==> src/rtl/uart_rx.sv <==
// rtl/uart_rx.sv - 8N1 UART receiver with a valid/ready byte output
// Define UART_RX_PARITY_EN for 8E1 framing with an even-parity check before the stop bit.
module uart_rx #(
  parameter int CLK_FREQ  = 100_000_000,
  parameter int BAUD      = 115200,
  parameter int DATA_BITS = 8
) (
  input  logic                 CLK100,
  input  logic                 RST,
  input  logic                 RX,
  output logic [DATA_BITS-1:0] rx_data,
  output logic                 rx_valid,
  input  logic                 rx_ready,
  output logic                 frame_err,
  output logic                 overrun
);

  localparam int CLKS_PER_BIT = CLK_FREQ / BAUD;
  localparam int CW = (CLKS_PER_BIT > 1) ? $clog2(CLKS_PER_BIT) : 1;
  localparam int BW = $clog2(DATA_BITS + 1);
  localparam logic [CW-1:0] CNT_LAST = CW'(CLKS_PER_BIT - 1);
  localparam logic [CW-1:0] CNT_HALF = CW'(CLKS_PER_BIT / 2 - 1);
  localparam logic [BW-1:0] BIT_LAST = BW'(DATA_BITS - 1);

`ifdef UART_RX_PARITY_EN
  typedef enum logic [2:0] {S_IDLE, S_START, S_DATA, S_PARITY, S_STOP, S_BREAK} state_t;
`else
  typedef enum logic [2:0] {S_IDLE, S_START, S_DATA, S_STOP, S_BREAK} state_t;
`endif

  state_t               state_q, state_d;
  logic                 rx_meta_q, rx_s_q;
  logic [CW-1:0]        cnt_q, cnt_d;
  logic [BW-1:0]        bit_q, bit_d;
  logic [DATA_BITS-1:0] shift_q, shift_d;
  logic [DATA_BITS-1:0] data_q, data_d;
  logic                 valid_q, valid_d;
  logic                 ferr_q, ferr_d;
  logic                 ovr_q, ovr_d;
`ifdef UART_RX_PARITY_EN
  logic                 par_err_q, par_err_d;
`endif

  always_ff @(posedge CLK100) begin
    if (RST) begin
      rx_meta_q <= 1'b1;
      rx_s_q    <= 1'b1;
      state_q   <= S_IDLE;
      cnt_q     <= '0;
      bit_q     <= '0;
      shift_q   <= '0;
      data_q    <= '0;
      valid_q   <= 1'b0;
      ferr_q    <= 1'b0;
      ovr_q     <= 1'b0;
`ifdef UART_RX_PARITY_EN
      par_err_q <= 1'b0;
`endif
    end else begin
      rx_meta_q <= RX;
      rx_s_q    <= rx_meta_q;
      state_q   <= state_d;
      cnt_q     <= cnt_d;
      bit_q     <= bit_d;
      shift_q   <= shift_d;
      data_q    <= data_d;
      valid_q   <= valid_d;
      ferr_q    <= ferr_d;
      ovr_q     <= ovr_d;
`ifdef UART_RX_PARITY_EN
      par_err_q <= par_err_d;
`endif
    end
  end

  always_comb begin
    state_d = state_q;
    cnt_d   = cnt_q;
    bit_d   = bit_q;
    shift_d = shift_q;
    data_d  = data_q;
    valid_d = valid_q;
    ferr_d  = 1'b0;
    ovr_d   = 1'b0;
`ifdef UART_RX_PARITY_EN
    par_err_d = par_err_q;
`endif

    if (valid_q && rx_ready) begin
      valid_d = 1'b0;
    end

    case (state_q)
      S_IDLE: begin
        if (!rx_s_q) begin
          state_d = S_START;
          cnt_d   = '0;
        end
      end

      S_START: begin
        // A start bit that is high again at its midpoint was only a glitch.
        if (cnt_q == CNT_HALF) begin
          cnt_d   = '0;
          bit_d   = '0;
          state_d = rx_s_q ? S_IDLE : S_DATA;
        end else begin
          cnt_d = cnt_q + CW'(1);
        end
      end

      S_DATA: begin
        if (cnt_q == CNT_LAST) begin
          cnt_d   = '0;
          shift_d = {rx_s_q, shift_q[DATA_BITS-1:1]};
          if (bit_q == BIT_LAST) begin
`ifdef UART_RX_PARITY_EN
            state_d = S_PARITY;
`else
            state_d = S_STOP;
`endif
          end else begin
            bit_d = bit_q + BW'(1);
          end
        end else begin
          cnt_d = cnt_q + CW'(1);
        end
      end

`ifdef UART_RX_PARITY_EN
      S_PARITY: begin
        if (cnt_q == CNT_LAST) begin
          cnt_d     = '0;
          par_err_d = ^{shift_q, rx_s_q};
          state_d   = S_STOP;
        end else begin
          cnt_d = cnt_q + CW'(1);
        end
      end
`endif

      S_STOP: begin
        if (cnt_q == CNT_LAST) begin
          cnt_d = '0;
          if (!rx_s_q) begin
            // Line held low: wait for it to return high so a break is not a start.
            ferr_d  = 1'b1;
            state_d = S_BREAK;
`ifdef UART_RX_PARITY_EN
          end else if (par_err_q) begin
            ferr_d  = 1'b1;
            state_d = S_IDLE;
`endif
          end else begin
            state_d = S_IDLE;
            if (!valid_q || rx_ready) begin
              data_d  = shift_q;
              valid_d = 1'b1;
            end else begin
              ovr_d = 1'b1;
            end
          end
        end else begin
          cnt_d = cnt_q + CW'(1);
        end
      end

      S_BREAK: begin
        if (rx_s_q) begin
          state_d = S_IDLE;
        end
      end

      default: begin
        state_d = S_IDLE;
      end
    endcase
  end

  assign rx_data   = data_q;
  assign rx_valid  = valid_q;
  assign frame_err = ferr_q;
  assign overrun   = ovr_q;

endmodule
==> config.mk <==
export PLATFORM = sky130hd
export DESIGN_NAME = uart_rx
export DESIGN_NICKNAME = d
export VERILOG_FILES = /design/src/rtl/uart_rx.sv
export SDC_FILE = /design/constraint.sdc
export NUM_CORES = 1
export LEC_CHECK = 0
export CAP_MARGIN = 20
export CORE_UTILIZATION = 53
export DETAILED_ROUTE_END_ITERATION = 8
export PLACE_DENSITY = 0.72
export SLEW_MARGIN = 15
export SYNTH_ARGS = -nofsm -noshare
export SYNTH_HDL_FRONTEND = slang
export SYNTH_SLANG_ARGS = --single-unit
==> constraint.sdc <==
create_clock -name CLK100 -period 4.2 [get_ports CLK100]
set_input_delay 0.84 -clock CLK100 [delete_from_list [all_inputs] [get_ports CLK100]]
set_output_delay 0.84 -clock CLK100 [all_outputs]
set_load 0.01 [all_outputs]
== After elaboration in Yosys (flattened, before gate mapping) ==
Index checks and enable logic that the tools add are counted.

* Bits of input ports: 4
* Flip-flop bits (word level): 38
* Word-level logic and storage cells: 67
* Output and inout port bits: 11

* Multiplexer cells: 24
* Bitwise operators: 3
* Add/sub/neg operators: 2
* Reductions and logical operators: 14
* Eq/ne operators: 14

{| class="wikitable"
|+ Operator list
! operator !! number
|-
| 10-bit two-way mux || 3
|-
| 10-bit case mux with 3 select lines || 1
|-
| 3-bit two-way mux || 7
|-
| 3-bit case mux with 5 select lines || 1
|-
| 2-bit != test, second input constant || 7
|-
| 4-bit two-way mux || 3
|-
| 10-bit by 1-bit adder with 10-bit output, second input constant || 1
|-
| 10-bit == test, second input constant || 1
|-
| 10-bit by 9-bit == test with 1-bit output, second input constant || 1
|-
| 4-bit case mux with 2 select lines || 1
|-
| 4-bit AND reduction || 2
|-
| 1-bit two-way mux || 7
|-
| 3-bit by 2-bit == test with 1-bit output, second input constant || 2
|-
| 6-bit AND reduction || 1
|-
| 4-bit by 1-bit adder with 4-bit output, second input constant || 1
|-
| 4-bit by 3-bit == test with 1-bit output, second input constant || 1
|-
| 2-bit AND reduction || 2
|-
| 4-bit OR reduction || 1
|-
| 3-bit by 1-bit == test with 1-bit output, second input constant || 1
|-
| 3-bit == test, second input constant || 1
|-
| 3-bit zero test || 1
|-
| 1-bit NOT || 3
|-
| 3-bit nonzero test || 1
|-
| 3-bit OR reduction || 1
|-
| other kinds (6) || 6
|}

== Logic depth before layout (Yosys ltp) ==
Gate-level depths: netlist of the first run.

* Depth in word-level cells: 6
* Mapped depth: 6
* Gate-level depth less buffers: 6

== Least setup slack after synthesis of the first run ==
Ideal clock, no wire load.

* Path type: register -> register
* From: reg cnt_q[0]
* To: reg state_q[0]
* Slack: 2.422 ns
* Data arrival time: 1.654 ns
* Setup time: 0.123 ns
* Stages on the path, launching flop included: 6
* Cell sequence: dfxtp_1 > ha_1 > nand2b_2 > o21a_1 > nor4_4 > mux2_1

* Longest elaborated chain between the ends: 3
* Elaborated cells on any way between the ends: 6

{| class="wikitable"
|+ RTL lines
! item !! RTL line !! source
|-
| start, declared || 33 || <nowiki>logic [CW-1:0] cnt_q, cnt_d;</nowiki>
|-
| start signal, assigned || 63 || <nowiki>cnt_q <= cnt_d;</nowiki>
|-
| 10-bit == test / 10-bit by 9-bit == test with 1-bit output (equally long branches) || 113, 143, 103 ||
|-
| 2-bit != test (no line) || - ||
|-
| 6-bit AND reduction (no line) (*) || - ||
|-
| end signal, assigned || 62 || <nowiki>state_q <= state_d;</nowiki>
|-
| end, declared || 31 || <nowiki>state_t state_q, state_d;</nowiki>
|}

Every way passes the cells marked *; elsewhere a longest branch is shown, timed or not.
A chain may end at the register's enable or synchronous reset.

==> results.json, run 1 <==
{
  "status": "finished, final reports clean",
  "yosys_most_used_dff": "dfxtp_1",
  "preCtsSetupSlack_ns": 1.51,
  "htreeDepth": 2,
  "area_growth_pct": 12.3,
  "fin_cells": 267,
  "antenna_found_initial": 0,
  "slowest_stage": "clkdlybuf4s50_1",
  "route.detailed.drc": 0,
  "diodes": 0,
  "start_kind": "primary input",
  "clockRootBuffer": "clkbuf_8",
  "grt_max_degree": 34,
  "drive_gt1_share_pct": 13.6,
  "total_power_uw": 846,
  "power.density_nw_per_um2": 379,
  "core_area_um2": 3470,
  "portBuffers": 14,
  "die_h_um": 63.2,
  "routed_wl_um": 4320,
  "pin_count": 15,
  "overflow": 0,
  "via_per_inst": 6.20,
  "synth_commonest_cells": "dfxtp_1, nand3_1, a21oi_1, nor2_1, o21ai_1",
  "reg2reg_slack_ns": 1.87,
  "slowest_delay_ns": 0.45,
  "ir_drop_mv": 0.205,
  "holdBufCountCts": 0,
  "cts_buffer_depth": 2,
  "synth.net_count": 220,
  "path_cells": "clkdlybuf4s50_1 > buf_4 > inv_1 > o21a_1 > a22oi_1 > o311ai_2",
  "cap_violations": 0,
  "clk_pin_slew_ns": 0.07,
  "yosysTopAreaCell": "dfxtp_1",
  "grt_use_total_pct": 24.6,
  "cts_tree": "yes",
  "grt_first_pass_wirelength_um": 7620,
  "slew_headroom_pct": 47.2,
  "finalCritPeriodShare_pct": 57.1,
  "drt_iter0_drc": 115,
  "dr.pass1.iters": 5,
  "start_util_pct": 57.3,
  "rsz0062_at_grt": "no",
  "fp-row-count": 21,
  "fmax_ghz": 0.417,
  "synth-edff-count": 0,
  "hold_slack_ns": 0.419,
  "post_cts_buffers": 0,
  "place.gp.congestion": 0.852,
  "yosysTopAreaCellShare_pct": 38.3,
  "setup_viol": 0,
  "hold_path_class": "reg -> reg",
  "ys_warn_count": 0,
  "ant_nets": 0,
  "clock-sinks": 38,
  "timing.final.crit_period_ns": 2.40,
  "end_kind": "flip-flop",
  "cts-resized-gates": 0,
  "synth.most_common_cell": "dfxtp_1",
  "hold_violations": 0,
  "fin_setup_tns_ns": 0,
  "worst_slew_pin_slew_ns": 0.786,
  "dp.final_hpwl_um": 3090,
  "fin_nets": 228,
  "ys_types": 56,
  "syn_inst": 213,
  "netlist_area_um2": 1990,
  "timing.final.ws_setup_ns": 1.80,
  "wl_per_cell_um": 16.2,
  "place_inst": 260,
  "clkLatencyLatePin_ns": 0.29,
  "fin_skew_ns": 0.00831,
  "chipWidth_um": 63.2,
  "dieArea_um2": 4000,
  "worst-path-max-fanout": 33,
  "finalMaxSlewViolations": 0,
  "vias": 1655,
  "power.leakage_uw": 0.000747,
  "cts_buffers": 5,
  "ys_seq_area_share_pct": 38.3,
  "cpLargestDelayFamily": "buffers and inverters",
  "cp_data_required_time_ns": 4.36,
  "crit_buf_inv": 3,
  "synthArstFlopShare_pct": 0,
  "path_class": "in -> reg",
  "ys_ff_latch": 38,
  "first_global_vias": 1601,
  "syn_area_per_cell_um2": 9.33,
  "cp.arrival_ns": 2.56,
  "synth_area_leaders": "dfxtp_1, mux2i_1, nand3_1"
}
[stage by stage]
step / area [um^2] / util [%]
after floorplan: 1990 / -
after global routing: 2230 / 64.4
after global placement: 2120 / 61.1
final: 2230 / 64.4
after detailed placement: 2120 / 61.1
after CTS: 2230 / 64.4
[cell families after synthesis]
kind of cell	synth area share (%)
AOI/OAI and AO/OA	22.2
xor gates and xnor gates	1.32
adders and majority gates	1.89
buffers and inverters	4.97
DFF	38.3
muxes	5.66
and+or+nand+nor	25.7
[area by class of cell]
type / count / area [um^2]
clock buffer: 6 / 82.6
clock inverter: 1 / 30.0
fill: 304 / 1230
inverter: 5 / 18.8
multi-input combinational: 155 / 1130
sequential: 38 / 761
tap: 46 / 57.6
timing repair buffer: 16 / 155
[where the power goes]
| part | total, uW | leakage [uW] | switching, uW | internal, uW |
|---|---|---|---|---|
| logic | 143 | 0.000383 | 88.3 | 54.9 |
| registers | 388 | 0.000307 | 17.2 | 371 |
| clock network | 314 | 0.0000573 | 125 | 190 |
| total | 846 | 0.000747 | 230 | 616 |
[state kept, by name (all words and copies together) (netlist names)]
| signal | flops |
|---|---|
| frame_err | 1 |
| bit_q | 4 |
| rx_meta_q | 1 |
| rx_valid | 1 |
| shift_q | 8 |
| overrun | 1 |
| state_q | 3 |
| cnt_q | 10 |
| rx_s_q | 1 |
| rx_data | 8 |
[routing by layer]
metal  vias up  wire [um]  track usage [%]
met5         -          0                0
met4         0        101             9.38
met3        11        234             5.80
met2        44       2090             39.4
met1       780       1890             32.1
li1        820          -                -
[path summary, 6_finish.rpt]
path / startpoint / endpoint / cells past startpoint
max: RST / cnt_q[4] / 6
min: rx_meta_q / rx_s_q / 1
max reg2reg: cnt_q[0] / shift_q[0] / 5
min reg2reg: rx_meta_q / rx_s_q / 1
[layout by cell type (no fill, tap or decap), types with 5 or more instances in the layout]
| cell | n |
|---|---|
| clkdlybuf4s50_1 | 14 |
| clkbuf_8 | 6 |
| dfxtp_1 | 38 |
| nor3_1 | 7 |
| nor2_1 | 12 |
| inv_1 | 5 |
| mux2i_1 | 9 |
| a21oi_1 | 12 |
| nand3_1 | 15 |
| o21ai_1 | 10 |
| nand2_1 | 9 |
| o21ai_0 | 6 |
No activity file was read; power rests on OpenSTA's default activity.
==> run 2: changes to the inputs <==
Settings changed: CORE_UTILIZATION 53 to 52, PLACE_DENSITY 0.72 to 0.74.
Clock period 4.2 ns to 2 ns, I/O delays scaled along.
==> run 2 against run 1 <==
  * Non-clock buffer count up 17
  * Final cell count up 7.5%
  * Design area up 6.1%
  * Worst setup slack worse by 1.7 ns
  * Sequential power up 110%
  * Via count up 2.7%
  * Highest routed layer unchanged
  * Global-route usage down 2.2 points
  * Combinational power up 150%
  * First-iteration DRC count down 23%
  * Critical path type is now reg -> reg
  * Utilization up 0.30 points
  * Clock power up 75%
  * Die area up 1.9%
==> results.json, run 2 (synthesized netlist as in run 1, its figures left out) <==
{
  "antenna_found_initial": 0,
  "dp.final_hpwl_um": 3180,
  "hold_violations": 0,
  "mostFrequentLayoutCells": "dfxtp_1, buf_4, nand3_1, clkdlybuf4s50_1",
  "power.leakage_uw": 0.000845,
  "diodes": 0,
  "fmax_ghz": 0.534,
  "slowest_delay_ns": 0.39,
  "final_cell_area_um2": 2370,
  "regMostFlops": "cnt_q",
  "path_class": "reg -> reg",
  "dr.pass1.iters": 5,
  "core_area_um2": 3660,
  "clock-sinks": 38,
  "met3_wirelength_um": 225,
  "portBuffers": 14,
  "finalMaxSlewViolations": 0,
  "ant_nets": 0,
  "worst-path-max-fanout": 6,
  "timing.final.crit_period_ns": 1.87,
  "start_util_pct": 54.3,
  "power.share.sequential_pct": 47.1,
  "p_int_uw": 1210,
  "htreeDepth": 2,
  "power.density_nw_per_um2": 722,
  "finalCritPeriodShare_pct": 93.6,
  "slowest_stage": "dfxtp_1",
  "cts_buffers": 5,
  "fin_skew_ns": 0.00722,
  "area_growth_pct": 19.1,
  "power_frac_clock_pct": 32.1,
  "vias": 1700,
  "pin_count": 15,
  "cts_tree": "yes",
  "cp_data_required_time_ns": 2.18,
  "sw_frac_of_total_pct": 29.4,
  "worst_slew_pin_slew_ns": 0.504,
  "overflow": 0,
  "setup_viol": 0,
  "first_global_vias": 1559,
  "final_common_cell": "dfxtp_1",
  "fin_setup_tns_ns": 0,
  "wl_met1_um": 1930,
  "rsz0062_at_grt": "no",
  "fin_cells": 287,
  "die_h_um": 63.8,
  "grt_use_total_pct": 22.5,
  "end_kind": "flip-flop",
  "chipWidth_um": 63.8,
  "start_kind": "flip-flop",
  "placed_cell_area_um2": 2250,
  "total_power_uw": 1710,
  "ir_drop_mv": 0.453,
  "cpLargestDelayFamily": "simple AND/OR/NAND/NOR gates",
  "drive_gt1_share_pct": 21.8,
  "power_frac_comb_pct": 20.8,
  "cp.arrival_ns": 2.05,
  "wl_per_cell_um": 14.9,
  "hold_path_class": "reg -> reg",
  "wl_met2_um": 2050,
  "grt_max_degree": 23,
  "clockRootBuffer": "clkbuf_8",
  "place_inst": 279,
  "path_cells": "ha_2 > nand2b_2 > o21a_1 > nor4_4 > mux2_1",
  "route.detailed.drc": 0,
  "crit_buf_inv": 0,
  "via_per_inst": 5.92,
  "top_layer_used": "met4",
  "place.gp.congestion": 0.874,
  "cts_buffer_depth": 2,
  "clkLatencyLatePin_ns": 0.30,
  "clk_pin_slew_ns": 0.07,
  "drt_iter0_drc": 88,
  "fin_nets": 245,
  "routed_wl_um": 4280,
  "cap_violations": 0,
  "largest_reg_flops": 10,
  "fp-row-count": 22,
  "p_switching_uw": 504,
  "dieArea_um2": 4070,
  "slew_headroom_pct": 66.1,
  "status": "finished, final reports clean",
  "grt_first_pass_wirelength_um": 6980,
  "hold_slack_ns": 0.412
}
run 2: cell types whose count changed in the layout (fill, tap and decap cells not counted), sizes merged:
cell	delta
buf	+17
bufinv	-1
clkinv	+1
clkinvlp	+1
run 2: stage by stage:
step / util (%) / setup WS (ns)
final: 64.7 / 0.127
after global routing: 64.7 / 0.00831
after CTS: 64.1 / 0.0591
after detailed placement: 61.5 / 0.0713
after global placement: 61.5 / 0.113
after floorplan: - / 0.222
run 2: metal layers:
| metal | vias up | GRT usage, % |
|---|---|---|
| li1 | 845 | - |
| met4 | 0 | 11.9 |
| met1 | 798 | 27.8 |
| met5 | - | 0 |
| met3 | 8 | 4.29 |
| met2 | 49 | 36.7 |
run 2: power groups by stage:
stage / Combinational (uW) / Sequential, uW / Clock (uW)
CTS: 345 / 804 / 562
global placement: 332 / 819 / 0
floorplan: 261 / 812 / 0
finish: 355 / 806 / 549
global route: 383 / 809 / 588
detailed placement: 342 / 821 / 0
run 2: path summary, 6_finish.rpt:
check             startpoint          to  slack (ns)  cells past startpoint
setup / recovery    cnt_q[1]  state_q[0]        0.13                      5
hold / removal     rx_meta_q      rx_s_q        0.41                      1
setup reg to reg    cnt_q[1]  state_q[0]        0.13                      5
hold reg to reg    rx_meta_q      rx_s_q        0.41                      1
run 2: timing repair:
action,CTS,global route
endpoints found under the setup margin,0,15
hold buffers,0,0
endpoints found under the hold margin,0,0
buffers inserted,0,0
gates resized for setup,0,6
run 2: worst reg2reg max path, stage by stage, from the launching register on:
cell      delay [ns]
dfxtp_1         0.39
ha_2            0.25
nand2b_2        0.15
o21a_1          0.26
nor4_4          0.37
mux2_1          0.35
run 2: layout make-up:
| cell class | instances | area (um^2) |
|---|---|---|
| timing repair buffer | 33 | 283 |
| multi-input combinational | 155 | 1150 |
| fill | 285 | 1290 |
| sequential | 38 | 762 |
| clock buffer | 6 | 82.6 |
| clock inverter | 2 | 12.5 |
| inverter | 5 | 18.8 |
| tap | 48 | 60.1 |
==> run 3: changes to the inputs <==
Settings changed: CORE_MARGIN set to 4.
==> run 3 against run 2 <==
  * Design area increased by 1.1%
  * Utilization increased by 0.20 points
  * Wire length increased by 1.8%
  * Final cell count unchanged
  * Critical path depth decreased by 1
  * Critical endpoint unchanged
  * Largest power group is now the clock network
==> results.json, run 3 (synthesized netlist as in run 1, its figures left out) <==
{
  "placed_cell_area_um2": 2250,
  "preCtsSetupSlack_ns": 0.121,
  "cts-resized-gates": 0,
  "htreeDepth": 2,
  "slowest_stage": "or3b_2",
  "slowest_delay_ns": 0.54,
  "start_util_pct": 53.9,
  "finalMaxSlewViolations": 0,
  "vias": 1676,
  "post_cts_buffers": 0,
  "path_class": "reg -> reg",
  "power.density_nw_per_um2": 814,
  "finalCritPeriodShare_pct": 95.5,
  "fillCellCount": 327,
  "final_common_cell": "dfxtp_1",
  "chipWidth_um": 69.8,
  "path_depth": 4,
  "fp-row-count": 22,
  "overflow": 0,
  "largest_reg_flops": 10,
  "core_area_um2": 3690,
  "clock-sinks": 38,
  "diodes": 0,
  "grt_max_degree": 22,
  "min_path_cells": 1,
  "regMostFlops": "cnt_q",
  "pin_count": 15,
  "slew_headroom_pct": 65.8,
  "worst_slew_pin_slew_ns": 0.510,
  "drive_gt1_share_pct": 20.1,
  "rsz0062_at_grt": "no",
  "end_kind": "flip-flop",
  "worst-path-max-fanout": 9,
  "clkLatencyLatePin_ns": 0.29,
  "first_global_vias": 1573,
  "cts_buffers": 5,
  "ir_drop_mv": 0.628,
  "start_kind": "flip-flop",
  "cpLargestDelayFamily": "simple AND/OR/NAND/NOR gates",
  "power.leakage_uw": 0.000852,
  "cts_buffer_depth": 2,
  "fin_skew_ns": 0.00511,
  "dp.final_hpwl_um": 3130,
  "crit_buf_inv": 0,
  "die_h_um": 69.8,
  "routed_wl_um": 4360,
  "timing.final.crit_period_ns": 1.91,
  "hold_violations": 0,
  "setup_viol": 0,
  "grt_first_pass_wirelength_um": 7520,
  "route.detailed.drc": 0,
  "holdBufCountCts": 0,
  "grt_use_total_pct": 18.9,
  "status": "finished, final reports clean",
  "hold_slack_ns": 0.417,
  "final_cell_area_um2": 2390,
  "path_cells": "or3b_2 > a41oi_4 > nor4_4 > mux2_1",
  "wl_per_cell_um": 15.2,
  "timing.final.ws_setup_ns": 0.0898,
  "area_growth_pct": 20.4,
  "dr.pass1.iters": 4,
  "cp.arrival_ns": 2.09,
  "r2r_cells": 4,
  "antenna_found_initial": 0,
  "place.gp.congestion": 0.841,
  "clk_pin_slew_ns": 0.07,
  "portBuffers": 14,
  "mostFrequentLayoutCells": "dfxtp_1, buf_4, nand3_1, clkdlybuf4s50_1",
  "ant_nets": 0,
  "via_per_inst": 5.84,
  "drt_iter0_drc": 152,
  "cap_violations": 0,
  "fin_nets": 245,
  "hold_path_class": "reg -> reg",
  "fmax_ghz": 0.524,
  "fin_setup_tns_ns": 0,
  "cts_tree": "yes",
  "clockRootBuffer": "clkbuf_8",
  "cp_data_required_time_ns": 2.18,
  "dieArea_um2": 4880
}
## run 3: cell types whose count changed in the layout (fill, tap and decap cells not counted), sizes merged
cell and change:
clkinv -1, bufinv +2, clkinvlp -1
## run 3: stage by stage
| stage | instances | util, % | power [uW] |
|---|---|---|---|
| 3_3_place_gp | 279 | 61.0 | 1150 |
| 2_1_floorplan | 213 | - | 1070 |
| 6_report | 287 | 64.9 | 1950 |
| 5_1_grt | 287 | 64.9 | 2020 |
| 3_5_place_dp | 279 | 61.0 | 1150 |
| 4_1_cts | 287 | 64.9 | 1960 |
## run 3: cell type report
class                           count  area, um^2  area share [%]
Sequential cell                    38         761            31.8
Tap cell                           48        60.1            2.51
Clock buffer                        6        82.6            3.45
Multi-Input combinational cell    155        1130            47.2
Inverter                            5        18.8           0.784
Timing Repair Buffer               33         283            11.8
Clock inverter                      2        60.1            2.51
## run 3: worst paths after layout
| path | slack, ns | endpoint | start |
|---|---|---|---|
| setup / recovery | 0.09 | state_q[0] | state_q[0] |
| hold / removal | 0.42 | rx_s_q | rx_meta_q |
| setup reg to reg | 0.09 | state_q[0] | state_q[0] |
| hold reg to reg | 0.42 | rx_s_q | rx_meta_q |
## run 3: power by group
group          internal, uW  total [uW]  switching, uW
sequential              778         804           25.3
clock                   532         805            273
combinational           138         340            202
## run 3: per-layer routing
layer	global-route usage (%)	up-vias	routed length (um)
li1	-	844	-
met2	28.3	39	1980
met3	5.07	6	218
met4	5.74	0	49
met5	0	-	0
met1	26.4	787	2110
